--- src/rtl/memi_bank_ctrl.sv ---
// memi_bank_ctrl: ping-pong loader/scheduler for the two-bank MEMI instruction memory
module memi_bank_ctrl #(
  parameter int AW    = 14,
  parameter int DW    = 256,
  parameter int DEPTH = 16384
) (
  input  logic          clk,
  input  logic          rst_n,
  input  logic          soft_clr_i,
  input  logic          hvalid_i,
  output logic          hready_o,
  input  logic [DW-1:0] hdata_i,
  input  logic          hlast_i,
  output logic [AW-1:0] waddri_o,
  output logic          banki_o,
  output logic          wcebi_o,
  output logic [DW-1:0] di_o,
  output logic          seq_purge_o,
  output logic          seq_start_o,
  input  logic          seq_done_i,
  output logic          rbank_o,
  output logic [AW:0]   rlen_o,
  output logic          busy_o,
  output logic          ovf_err_o
);
  localparam logic [AW-1:0] LAST_ADDR = AW'(DEPTH - 1);
  typedef enum logic [1:0] {R_IDLE, R_PURGE, R_START, R_RUN} rstate_e;
  rstate_e       rstate_q;
  logic          wb_q, rb_q, ovf_q, wceb_q, bank_q, purge_q, start_q;
  logic [1:0]    full_q, full_d;
  logic [AW-1:0] waddr_q, waddr_out_q;
  logic [DW-1:0] di_q;
  logic [AW:0]   len_q [2];
  logic          beat, last, rel;
  assign hready_o    = rst_n & ~full_q[wb_q] & ~soft_clr_i;
  assign beat        = hvalid_i & hready_o;
  assign last        = hlast_i | (waddr_q == LAST_ADDR);
  assign rel         = (rstate_q == R_RUN) & seq_done_i;
  assign waddri_o    = waddr_out_q;
  assign banki_o     = bank_q;
  assign wcebi_o     = wceb_q;
  assign di_o        = di_q;
  assign seq_purge_o = purge_q;
  assign seq_start_o = start_q;
  assign rbank_o     = rb_q;
  assign rlen_o      = len_q[rb_q];
  assign busy_o      = rstate_q != R_IDLE;
  assign ovf_err_o   = ovf_q;
  // Set on last beat into the write bank, cleared on completion of the read bank; the two never collide.
  always_comb begin
    full_d = full_q;
    if (beat && last) full_d[wb_q] = 1'b1;
    if (rel) full_d[rb_q] = 1'b0;
  end
  // Write path: register the MEMI write strobe/address/data and advance the fill pointer.
  always_ff @(posedge clk or negedge rst_n) begin
    if (!rst_n) begin
      wb_q        <= 1'b0;
      full_q      <= 2'b00;
      waddr_q     <= '0;
      waddr_out_q <= '0;
      bank_q      <= 1'b0;
      wceb_q      <= 1'b1;
      di_q        <= '0;
      ovf_q       <= 1'b0;
      len_q[0]    <= '0;
      len_q[1]    <= '0;
    end else if (soft_clr_i) begin
      wb_q        <= 1'b0;
      full_q      <= 2'b00;
      waddr_q     <= '0;
      waddr_out_q <= '0;
      bank_q      <= 1'b0;
      wceb_q      <= 1'b1;
      di_q        <= '0;
      ovf_q       <= 1'b0;
      len_q[0]    <= '0;
      len_q[1]    <= '0;
    end else begin
      full_q <= full_d;
      wceb_q <= ~beat;
      if (beat) begin
        bank_q      <= wb_q;
        waddr_out_q <= waddr_q;
        di_q        <= hdata_i;
        if (last) begin
          len_q[wb_q] <= (AW+1)'(waddr_q) + (AW+1)'(1);
          waddr_q     <= '0;
          wb_q        <= ~wb_q;
          if (!hlast_i) ovf_q <= 1'b1;
        end else begin
          waddr_q <= waddr_q + AW'(1);
        end
      end
    end
  end
  // Read FSM: purge, start, then wait for the sequencer to finish the bank before moving on.
  always_ff @(posedge clk or negedge rst_n) begin
    if (!rst_n) begin
      rstate_q <= R_IDLE;
      rb_q     <= 1'b0;
      purge_q  <= 1'b0;
      start_q  <= 1'b0;
    end else if (soft_clr_i) begin
      rstate_q <= R_IDLE;
      rb_q     <= 1'b0;
      purge_q  <= 1'b0;
      start_q  <= 1'b0;
    end else begin
      purge_q <= 1'b0;
      start_q <= 1'b0;
      case (rstate_q)
        R_IDLE: if (full_q[rb_q]) begin
          rstate_q <= R_PURGE;
          purge_q  <= 1'b1;
        end
        R_PURGE: begin
          rstate_q <= R_START;
          start_q  <= 1'b1;
        end
        R_START: rstate_q <= R_RUN;
        R_RUN: if (seq_done_i) begin
          rstate_q <= R_IDLE;
          rb_q     <= ~rb_q;
        end
        default: rstate_q <= R_IDLE;
      endcase
    end
  end
endmodule

--- config.mk ---
export PLATFORM = sky130hd
export DESIGN_NAME = memi_bank_ctrl
export DESIGN_NICKNAME = d
export VERILOG_FILES = /design/src/rtl/memi_bank_ctrl.sv
export SDC_FILE = /design/constraint.sdc
export NUM_CORES = 1
export LEC_CHECK = 0
export BUFFER_PORTS_ARGS = -buffer_cell sky130_fd_sc_hd__buf_2
export CAP_MARGIN = 30
export CORE_AREA = 2 2 215 217
export CTS_BUF_LIST = sky130_fd_sc_hd__clkbuf_8 sky130_fd_sc_hd__clkbuf_16
export DETAILED_ROUTE_END_ITERATION = 12
export DIE_AREA = 0 0 217 219
export GPL_ROUTABILITY_DRIVEN = 1
export HOLD_SLACK_MARGIN = 0.03
export PLACE_DENSITY_LB_ADDON = 0.25
export SETUP_SLACK_MARGIN = 0.02
export SYNTH_ARGS = -nofsm -noshare
export SYNTH_HDL_FRONTEND = slang
export SYNTH_SLANG_ARGS = --single-unit
--- constraint.sdc ---
create_clock -name clk -period 2.6 [get_ports clk]
set_input_delay 0.26 -clock clk [delete_from_list [all_inputs] [get_ports clk]]
set_output_delay 0.26 -clock clk [all_outputs]
set_load 0.1 [all_outputs]
==> impl_metrics.json, run 1 <==
{
  "multiInputGateArea_um2": 4730,
  "crit_end": "len_q[11]$_DFFE_PN0P_",
  "grt_pass1_vias": 13041,
  "cp.arrival_ns": 2.73,
  "finClkSkew_ns": 0.00991,
  "max-vdd-ir-drop_mv": 0.514,
  "synth-edff-count": 0,
  "outcome": "finished clean",
  "die-area_um2": 47500,
  "yosysSeqAreaShare": 0.607,
  "drive_gt1_frac": 0.299,
  "r2r_cells": 7,
  "ant_nets": 0,
  "drt_iter0_drc": 870,
  "grt_use_total": 0.191,
  "start_util": 0.297,
  "synth.largest_area_cell": "dfrtp_1",
  "synth_cell_types": 53,
  "layout_common_cells": "584 x nand2_1, 553 x buf_2, 324 x dfrtp_1, 277 x nand3_1, 257 x dlygate4sd3_1",
  "layout_commonest_cell": "nand2_1",
  "cts_resized": 0,
  "grt_max_degree": 162,
  "rsz0062_at_grt": "no",
  "critPathRequiredTime_ns": 3.05,
  "antenna_found_initial": 1,
  "slew-limit-headroom": 0.313,
  "dp_cells": 2501,
  "syn_inst": 1432,
  "power.density_nw_per_um2": 685,
  "htreeDepth": 2,
  "fin_crit_sh": 0.876,
  "synth_warnings": 0,
  "cts.clk_slew.worst_paths_ns": 0.06,
  "cts_tree": "yes",
  "cp-start-kind": "flip-flop",
  "rows": 78,
  "reg2reg_slack_ns": 0.32,
  "finalSetupViolCount": 0,
  "max_freq_mhz": 439,
  "synthFlopType": "dfrtp_1",
  "rr_startpoint": "waddr_q[0]$_DFFE_PN0P_",
  "finalCriticalPeriod_ns": 2.28,
  "grt_pass1_wl_mm": 72.6,
  "hpwl_mm": 30.5,
  "final_hold_viol_count": 0,
  "syn-num-nets": 1698,
  "fin_area_um2": 20600,
  "leakage_nw": 11.6,
  "cts_setup_buffers": 0,
  "synth_top_area_frac": 0.605,
  "io_buffers": 554,
  "instances_no_fill": 2825,
  "drv_cap": 0,
  "cts.sinks": 325,
  "rr_endpoint": "len_q[11]$_DFFE_PN0P_",
  "postSynthRegisterBits": 325,
  "final_util": 0.457,
  "cp-end-kind": "flip-flop",
  "drt_drc_violations_left": 0,
  "placed_cell_area_um2": 16700,
  "cts_buffers": 38,
  "regArea_um2": 8130,
  "clock_latency_ns": 0.54,
  "nFillCells": 4264,
  "tightest_slew_ns": 1.03,
  "drt_wl_total_mm": 47.2,
  "gp_congestion": 0.839,
  "die_w_um": 217,
  "path_max_fanout": 15,
  "core_um2": 45100,
  "worstSetupPathType": "reg -> reg",
  "fin_nets": 2464,
  "grt.overflow.total": 0,
  "holdBufCountCts": 257,
  "syn_avg_cell_area_um2": 9.36,
  "cp-startpoint": "waddr_q[0]$_DFFE_PN0P_",
  "ios": 555,
  "yosys-top-cells-area": "dfrtp_1 60%, nand2_1 16%, nand3_1 10%, mux2i_1 2.2%, mux2_2 1.3%",
  "area_delta_synth_final_pct": 53.7,
  "wl_per_cell_um": 16.7,
  "die_y_um": 219,
  "first_pass_iters": 5,
  "via_count": 13004,
  "syn_area_um2": 13400,
  "tns_ns": 0,
  "root_buffer": "clkbuf_16",
  "viasPerCell": 4.60,
  "min_path_type": "in -> reg",
  "cts_buffer_depth": 3,
  "synthArstFlopShare": 1.00,
  "drv_slew": 0
}
worst min-delay path by stage:
stage | start | end | slack [ns] | cells after the start
CTS | seq_done_i | full_q[1]$_DFF_PN0_ | 0.04 | 3
global placement | rst_n | di_o[158]$_DFFE_PN0P_ | 0.08 | 1
global route | seq_done_i | full_q[1]$_DFF_PN0_ | 0.08 | 3
finish | seq_done_i | full_q[1]$_DFF_PN0_ | 0.08 | 3
detailed placement | rst_n | di_o[158]$_DFFE_PN0P_ | 0.08 | 1
floorplan | rst_n | banki_o$_DFFE_PN0P_ | -0.04 | 0
layer usage:
| metal | part of all wire | GRT usage | up-vias |
|---|---|---|---|
| met2 | 0.48 | 0.312 | 546 |
| met1 | 0.41 | 0.241 | 6180 |
| met3 | 0.081 | 0.0568 | 82 |
| met4 | 0.031 | 0.0630 | 0 |
| met5 | 0 | 0 | - |
| li1 | - | - | 6196 |
synthesized netlist by cell type (2+ instances only):
cell	n
ha_1	4
a31o_2	2
o21ai_0	13
buf_2	29
dfrtp_1	324
o21a_1	3
buf_6	2
mux2i_1	30
nor4_4	2
o22ai_1	2
nand4_1	4
nor4_1	2
inv_1	9
nand3_1	277
mux2_2	15
clkbuf_1	44
nor2_1	6
xnor2_1	7
nand2_1	584
buf_4	12
xor2_1	7
nor3_1	3
nor2b_1	2
buf_1	18
a21oi_1	3
logic make-up (layout without fill, tap and decap cells):
family	after synthesis	in the layout	share of synthesized area
and+or+nand+nor	893	893	0.286
DFF	325	325	0.607
buffers and inverters	117	909	0.0412
muxes	46	46	0.0361
AOI/OAI and AO/OA	33	33	0.0170
xor gates and xnor gates	14	14	0.00915
adders and majority gates	4	4	0.00373
other	0	1	0
worst max-delay path, cell delays in order (launching register included):
cell and delay, ns:
dfrtp_1 0.49, ha_1 0.37, nand4_4 0.16, nor4_4 0.29, buf_4 0.21, o211a_1 0.16
buf_4 0.27, mux2i_1 0.22
stage by stage:
stage	power, mW	worst slack (ns)	hold WS, ns
floorplan	7.61	0.0653	-0.0356
global placement	8.36	0.426	0.0799
detailed placement	8.39	0.311	0.0790
CTS	14.3	0.288	0.0393
global route	14.7	0.122	0.0761
finish	14.1	0.322	0.0842
power breakdown:
| part | switching, mW | leakage (nW) | total, mW | internal (mW) |
|---|---|---|---|---|
| Clock | 2.14 | 0.663 | 5.50 | 3.37 |
| Sequential | 0.138 | 4.43 | 5.43 | 5.29 |
| Combinational | 2.45 | 6.55 | 3.18 | 0.724 |
| Total | 4.72 | 11.6 | 14.1 | 9.38 |
sequential cells by signal (all words and copies together) (netlist names):
name         cells
full_q           2
ovf_err_o        1
seq_start_o      1
banki_o          1
waddri_o        14
rstate_q         2
seq_purge_o      1
waddr_q         14
rbank_o          1
wb_q             1
len_q           30
wcebi_o          1
di_o           256
final cells by class:
type | instances | share of cell area
Multi-Input combinational cell | 990 | 0.229
Clock buffer | 48 | 0.0534
Sequential cell | 325 | 0.395
Timing Repair Buffer | 832 | 0.274
Clock inverter | 18 | 0.00911
Inverter | 11 | 0.00273
Tap cell | 600 | 0.0364
Antenna cell | 1 | 0.000121
No activity file was read; power rests on OpenSTA's default activity.
==> run 2, diff against run 1 <==
--- a/config.mk
+++ b/config.mk
@@ -5,13 +5,14 @@
 export SDC_FILE = /design/constraint.sdc
 export NUM_CORES = 1
 export LEC_CHECK = 0
+export ABC_AREA = 1
 export BUFFER_PORTS_ARGS = -buffer_cell sky130_fd_sc_hd__buf_2
 export CAP_MARGIN = 30
-export CORE_AREA = 2 2 215 217
+export CORE_AREA = 2 2 219 221
 export CTS_BUF_LIST = sky130_fd_sc_hd__clkbuf_8 sky130_fd_sc_hd__clkbuf_16
 export DETAILED_ROUTE_END_ITERATION = 12
-export DIE_AREA = 0 0 217 219
-export GPL_ROUTABILITY_DRIVEN = 1
+export DIE_AREA = 0 0 221 223
+export GPL_ROUTABILITY_DRIVEN = 0
 export HOLD_SLACK_MARGIN = 0.03
 export PLACE_DENSITY_LB_ADDON = 0.25
 export SETUP_SLACK_MARGIN = 0.02
==> impl_metrics.json, run 2 <==
{
  "syn_area_um2": 13000,
  "max-vdd-ir-drop_mv": 0.452,
  "largest_reg_flops": 256,
  "cts_resized": 0,
  "fin_ws_ns": 0.400,
  "start_util": 0.277,
  "syn_inst": 1502,
  "ios": 555,
  "drt_drc_violations_left": 0,
  "area_delta_synth_final_pct": 55.3,
  "cts_buffer_depth": 3,
  "nFillCells": 4625,
  "fin_area_um2": 20200,
  "layout_common_cells": "940 x nand2_1, 552 x buf_2, 324 x dfrtp_1, 259 x dlygate4sd3_1, 44 x inv_1",
  "placed_cell_area_um2": 16400,
  "cp-start-kind": "flip-flop",
  "outcome": "finished clean",
  "synthFlopType": "dfrtp_1",
  "cts_buffers": 38,
  "cts.clk_slew.worst_paths_ns": 0.06,
  "die-area_um2": 49300,
  "tightest_slew_ns": 1.05,
  "synth.largest_area_cell": "dfrtp_1",
  "finClkSkew_ns": 0.0117,
  "viasPerCell": 4.33,
  "drt_wl_total_mm": 45.6,
  "syn_avg_cell_area_um2": 8.68,
  "cp-end-kind": "primary output",
  "min_path_type": "in -> reg",
  "first_pass_iters": 6,
  "cts_tree": "yes",
  "grt_max_degree": 167,
  "hpwl_mm": 31.1,
  "core_um2": 47100,
  "dp_cells": 2618,
  "syn-num-nets": 1768,
  "yosys-top-cells-count": "940 x nand2_1, 324 x dfrtp_1, 36 x inv_1, 35 x buf_2, 28 x nand3_1",
  "grt_pass1_vias": 13052,
  "dpl_worst_slack_ns": 0.451,
  "die_w_um": 221,
  "htreeDepth": 2,
  "yosysSeqAreaShare": 0.624,
  "instances_no_fill": 2945,
  "layout_commonest_cell": "nand2_1",
  "rsz0062_at_grt": "no",
  "finalCriticalPeriod_ns": 2.20,
  "io_buffers": 554,
  "synth_top_area_frac": 0.622,
  "synthArstFlopShare": 1.00,
  "synth-edff-count": 0,
  "grt_use_total": 0.181,
  "multiInputGateArea_um2": 4300,
  "synth_warnings": 0,
  "fin_nets": 2568,
  "drive_gt1_frac": 0.283,
  "power.density_nw_per_um2": 699,
  "drt_iter0_drc": 867,
  "wl_per_cell_um": 15.5,
  "finalSetupViolCount": 0,
  "slew-limit-headroom": 0.299,
  "postSynthRegisterBits": 325,
  "cp.arrival_ns": 1.94,
  "drv_slew": 0,
  "path_max_fanout": 17,
  "rows": 80,
  "antenna_found_initial": 2,
  "worstSetupPathType": "reg -> out",
  "drv_cap": 0,
  "max_freq_mhz": 455,
  "yosys-top-cells-area": "dfrtp_1 62%, nand2_1 27%, buf_2 1.3%, buf_4 1.2%, nand3_1 1.1%",
  "critPathRequiredTime_ns": 2.34,
  "die_y_um": 223,
  "fin_total_pwr_mw": 14.1,
  "diodes": 0,
  "grt.overflow.total": 0,
  "synth_cell_types": 29,
  "ant_nets": 0,
  "clock_latency_ns": 0.55,
  "final_hold_viol_count": 0,
  "regArea_um2": 8130,
  "fin_crit_sh": 0.846,
  "root_buffer": "clkbuf_16",
  "tns_ns": 0,
  "leakage_nw": 11.8,
  "yosysMostFrequentCell": "nand2_1",
  "grt_pass1_wl_mm": 71.7,
  "cts.sinks": 325,
  "via_count": 12745
}
[run 2: cell types whose count changed after synthesis, sizes merged, moves of 16 or more]
| cell | previous run | this run |
|---|---|---|
| nand2 | 584 | 943 |
| nand3 | 278 | 41 |
| clkbuf | 44 | 9 |
| mux2i | 30 | 0 |
| inv | 10 | 39 |
| nor2 | 6 | 25 |
| o21ai | 13 | 32 |
| mux2 | 16 | 0 |
[run 2: worst paths after layout]
path                                      start                     end  slack [ns]  cells after the start
min in group asynchronous                 rst_n   di_o[252]$_DFFE_PN0P_        0.42                      3
hold reg to reg            di_o[37]$_DFFE_PN0P_    di_o[37]$_DFFE_PN0P_        0.46                      2
hold / removal                          hlast_i   ovf_err_o$_DFFE_PN0P_        0.13                      4
setup / recovery            rbank_o$_DFFE_PN0P_              rlen_o[10]        0.40                      4
max in group asynchronous                 rst_n   di_o[128]$_DFFE_PN0P_        0.63                      4
setup reg to reg            full_q[0]$_DFF_PN0_  waddr_q[4]$_DFFE_PN0P_        0.50                      5
[run 2: worst max-delay path, cell delays in order (launching register included)]
cell	delay [ns]
dfrtp_1	0.35
clkinv_1	0.45
nand2_1	0.18
nand2_1	0.10
buf_2	0.30
[run 2: report_power, final]
| group | total [mW] | internal [mW] | switching [mW] |
|---|---|---|---|
| combinational | 3.42 | 0.743 | 2.68 |
| clock | 5.27 | 3.11 | 2.16 |
| sequential | 5.46 | 5.32 | 0.143 |
| total | 14.1 | 9.17 | 4.98 |
[run 2: layout make-up]
cell class                 count  share of cell area
sequential                   325               0.402
timing repair buffer         832               0.279
multi-input combinational   1065               0.213
inverter                      40             0.00803
tap                          615              0.0380
clock inverter                19             0.00593
clock buffer                  49              0.0550
[run 2: logic make-up after synthesis]
family / after synthesis / synth area share
AO/OA/AOI/OAI: 42 / 0.0170
XOR/XNOR: 5 / 0.00336
adder cells (fa/ha/maj): 4 / 0.00384
buffers and inverters: 112 / 0.0460
flip-flops: 325 / 0.624
AND/OR/NAND/NOR: 1014 / 0.306
[run 2: timing repair]
item / CTS / global route
hold endpoints to repair: 418 / 0
setup endpoints to repair: 0 / 0
setup buffers: 0 / 0
hold buffers: 259 / 0
[run 2: metrics by stage]
stage / utilization / hold WS [ns]
2_1_floorplan: - / -0.0356
3_3_place_gp: 0.348 / 0.448
3_5_place_dp: 0.348 / 0.453
4_1_cts: 0.430 / 0.0880
5_1_grt: 0.430 / 0.158
6_report: 0.430 / 0.127
[run 2: per-layer routing]
layer	wire length, µm	up-vias	track usage
met5	21	-	0
met4	1640	4	0.0660
met3	3390	110	0.0499
met2	21900	472	0.304
met1	18600	5985	0.222
li1	-	6174	-
==> run 3, diff against run 2 <==
--- a/config.mk
+++ b/config.mk
@@ -8,10 +8,10 @@
 export ABC_AREA = 1
 export BUFFER_PORTS_ARGS = -buffer_cell sky130_fd_sc_hd__buf_2
 export CAP_MARGIN = 30
-export CORE_AREA = 2 2 219 221
+export CORE_AREA = 2 2 218 220
 export CTS_BUF_LIST = sky130_fd_sc_hd__clkbuf_8 sky130_fd_sc_hd__clkbuf_16
 export DETAILED_ROUTE_END_ITERATION = 12
-export DIE_AREA = 0 0 221 223
+export DIE_AREA = 0 0 220 222
 export GPL_ROUTABILITY_DRIVEN = 0
 export HOLD_SLACK_MARGIN = 0.03
 export PLACE_DENSITY_LB_ADDON = 0.25
==> constraint.sdc (replaced) <==
create_clock -name clk -period 1.78 [get_ports clk]
set_input_delay 0.178 -clock clk [delete_from_list [all_inputs] [get_ports clk]]
set_output_delay 0.178 -clock clk [all_outputs]
set_load 0.1 [all_outputs]
==> impl_metrics.json, run 3 (synthesis gave the netlist of run 2 again) <==
{
  "outcome": "finished clean",
  "htreeDepth": 2,
  "drv_slew": 0,
  "rr_endpoint": "len_q[2]$_DFFE_PN0P_",
  "grt_busiest_layer": "met2",
  "finClkSkew_ns": 0.0108,
  "grt_pass1_wl_mm": 70.4,
  "cp-start-kind": "flip-flop",
  "clock_latency_ns": 0.54,
  "die_y_um": 222,
  "grt_use_total": 0.182,
  "cts_buffer_depth": 3,
  "rr_startpoint": "waddr_q[1]$_DFFE_PN0P_",
  "layout_common_cells": "892 x nand2_1, 535 x buf_2, 323 x dfrtp_1, 260 x dlygate4sd3_1, 44 x buf_4",
  "ios": 555,
  "rows": 79,
  "drive_gt1_frac": 0.324,
  "fin_crit_sh": 0.997,
  "placed_cell_area_um2": 17100,
  "drt_drc_violations_left": 0,
  "grt_max_degree": 169,
  "ant_nets": 0,
  "worstSetupPathType": "reg -> out",
  "critPathRequiredTime_ns": 1.60,
  "use_met2": 0.314,
  "cts_buffers": 39,
  "io_buffers": 554,
  "diodes": 0,
  "use_met3": 0.0472,
  "wl_per_cell_um": 15.5,
  "r2r_cells": 10,
  "hpwl_mm": 31.9,
  "cp.arrival_ns": 1.60,
  "slew-limit-headroom": 0.307,
  "layout_commonest_cell": "nand2_1",
  "use_met1": 0.217,
  "core_um2": 46300,
  "drt_wl_total_mm": 46.3,
  "max_freq_mhz": 564,
  "tightest_slew_ns": 1.04,
  "antenna_found_initial": 0,
  "final_hold_viol_count": 0,
  "finalCriticalPeriod_ns": 1.77,
  "final_util": 0.465,
  "grt_pass1_vias": 12976,
  "finalSetupViolCount": 0,
  "rsz0062_at_grt": "yes",
  "cp-end-kind": "primary output",
  "cts_tree": "yes",
  "worst_hold_slack_ns": 0.0990,
  "drv_cap": 0,
  "grt.overflow.total": 0,
  "power.density_nw_per_um2": 984,
  "cts.sinks": 325,
  "max-vdd-ir-drop_mv": 0.651,
  "drt_iter0_drc": 697,
  "area_delta_synth_final_pct": 64.8,
  "via_count": 12899,
  "fin_total_pwr_mw": 21.1,
  "die_w_um": 220,
  "nFillCells": 4368,
  "start_util": 0.282,
  "die-area_um2": 48800,
  "reg2reg_slack_ns": 0.02,
  "root_buffer": "clkbuf_16",
  "leakage_nw": 12.2,
  "cts.clk_slew.worst_paths_ns": 0.06,
  "largest_reg_flops": 256,
  "fin_nets": 2615,
  "fin_area_um2": 21500,
  "first_pass_iters": 5,
  "min_path_type": "in -> async",
  "path_max_fanout": 7,
  "viasPerCell": 4.32
}
## run 3: metrics by stage
step                      setup WS, ns  cells  setup TNS (ns)
after floorplan                0.00586   1502               0
after global placement           0.117   2642               0
after detailed placement        0.0872   2642               0
after CTS                      -0.0405   2976          -0.388
after global routing           -0.0593   2985           -1.62
final                          0.00576   2985               0
## run 3: cell type report
class                   instances  area [µm²]  share of cell area
multi-input cells            1065        4720               0.220
well taps                     607         759              0.0353
clock buffers                  53        1190              0.0554
repair buffers                878        6400               0.298
clock inverters                17        91.3             0.00425
flip-flops and latches        325        8140               0.379
inverters                      40         184             0.00856
## run 3: critical path, cell delays in order, from the launching register on
cell	delay [ns]
dfrtp_4	0.52
clkinv_8	0.09
buf_16	0.14
nand2_4	0.07
nand2_8	0.06
buf_12	0.16
## run 3: timing repair
action | CTS | global route
hold endpoints to repair | 585 | 0
endpoints found under the setup margin | 18 | 210
resized for setup | 61 | 28
pin swaps | 7 | 36
setup buffers | 2 | 6
cloned | 2 | 3
hold buffers | 260 | 0
## run 3: how the worst max path moves through the flow
| stage | from | to | slack, ns |
|---|---|---|---|
| 2_1_floorplan | rbank_o$_DFFE_PN0P_ | rlen_o[10] | 0.006 |
| 3_3_place_gp | wb_q$_DFFE_PN0P_ | waddri_o[5]$_DFFE_PN0P_ | 0.12 |
| 3_5_place_dp | wb_q$_DFFE_PN0P_ | di_o[25]$_DFFE_PN0P_ | 0.09 |
| 4_1_cts | rbank_o$_DFFE_PN0P_ | rlen_o[14] | -0.04 |
| 5_1_grt | waddr_q[1]$_DFFE_PN0P_ | len_q[15]$_DFFE_PN0P_ | -0.06 |
| 6_report | rbank_o$_DFFE_PN0P_ | rlen_o[12] | 0.006 |
## run 3: per-layer routing
metal  share of wire  vias to the layer above
li1                -                     6267
met1            0.40                     6063
met2            0.49                      497
met3           0.078                       72
met4           0.027                        0
met5               0                        -
## run 3: where the power goes
part / internal [mW] / switching (mW) / total [mW]
Combinational: 1.30 / 4.02 / 5.32
Clock: 4.67 / 3.16 / 7.83
Sequential: 7.77 / 0.217 / 7.98
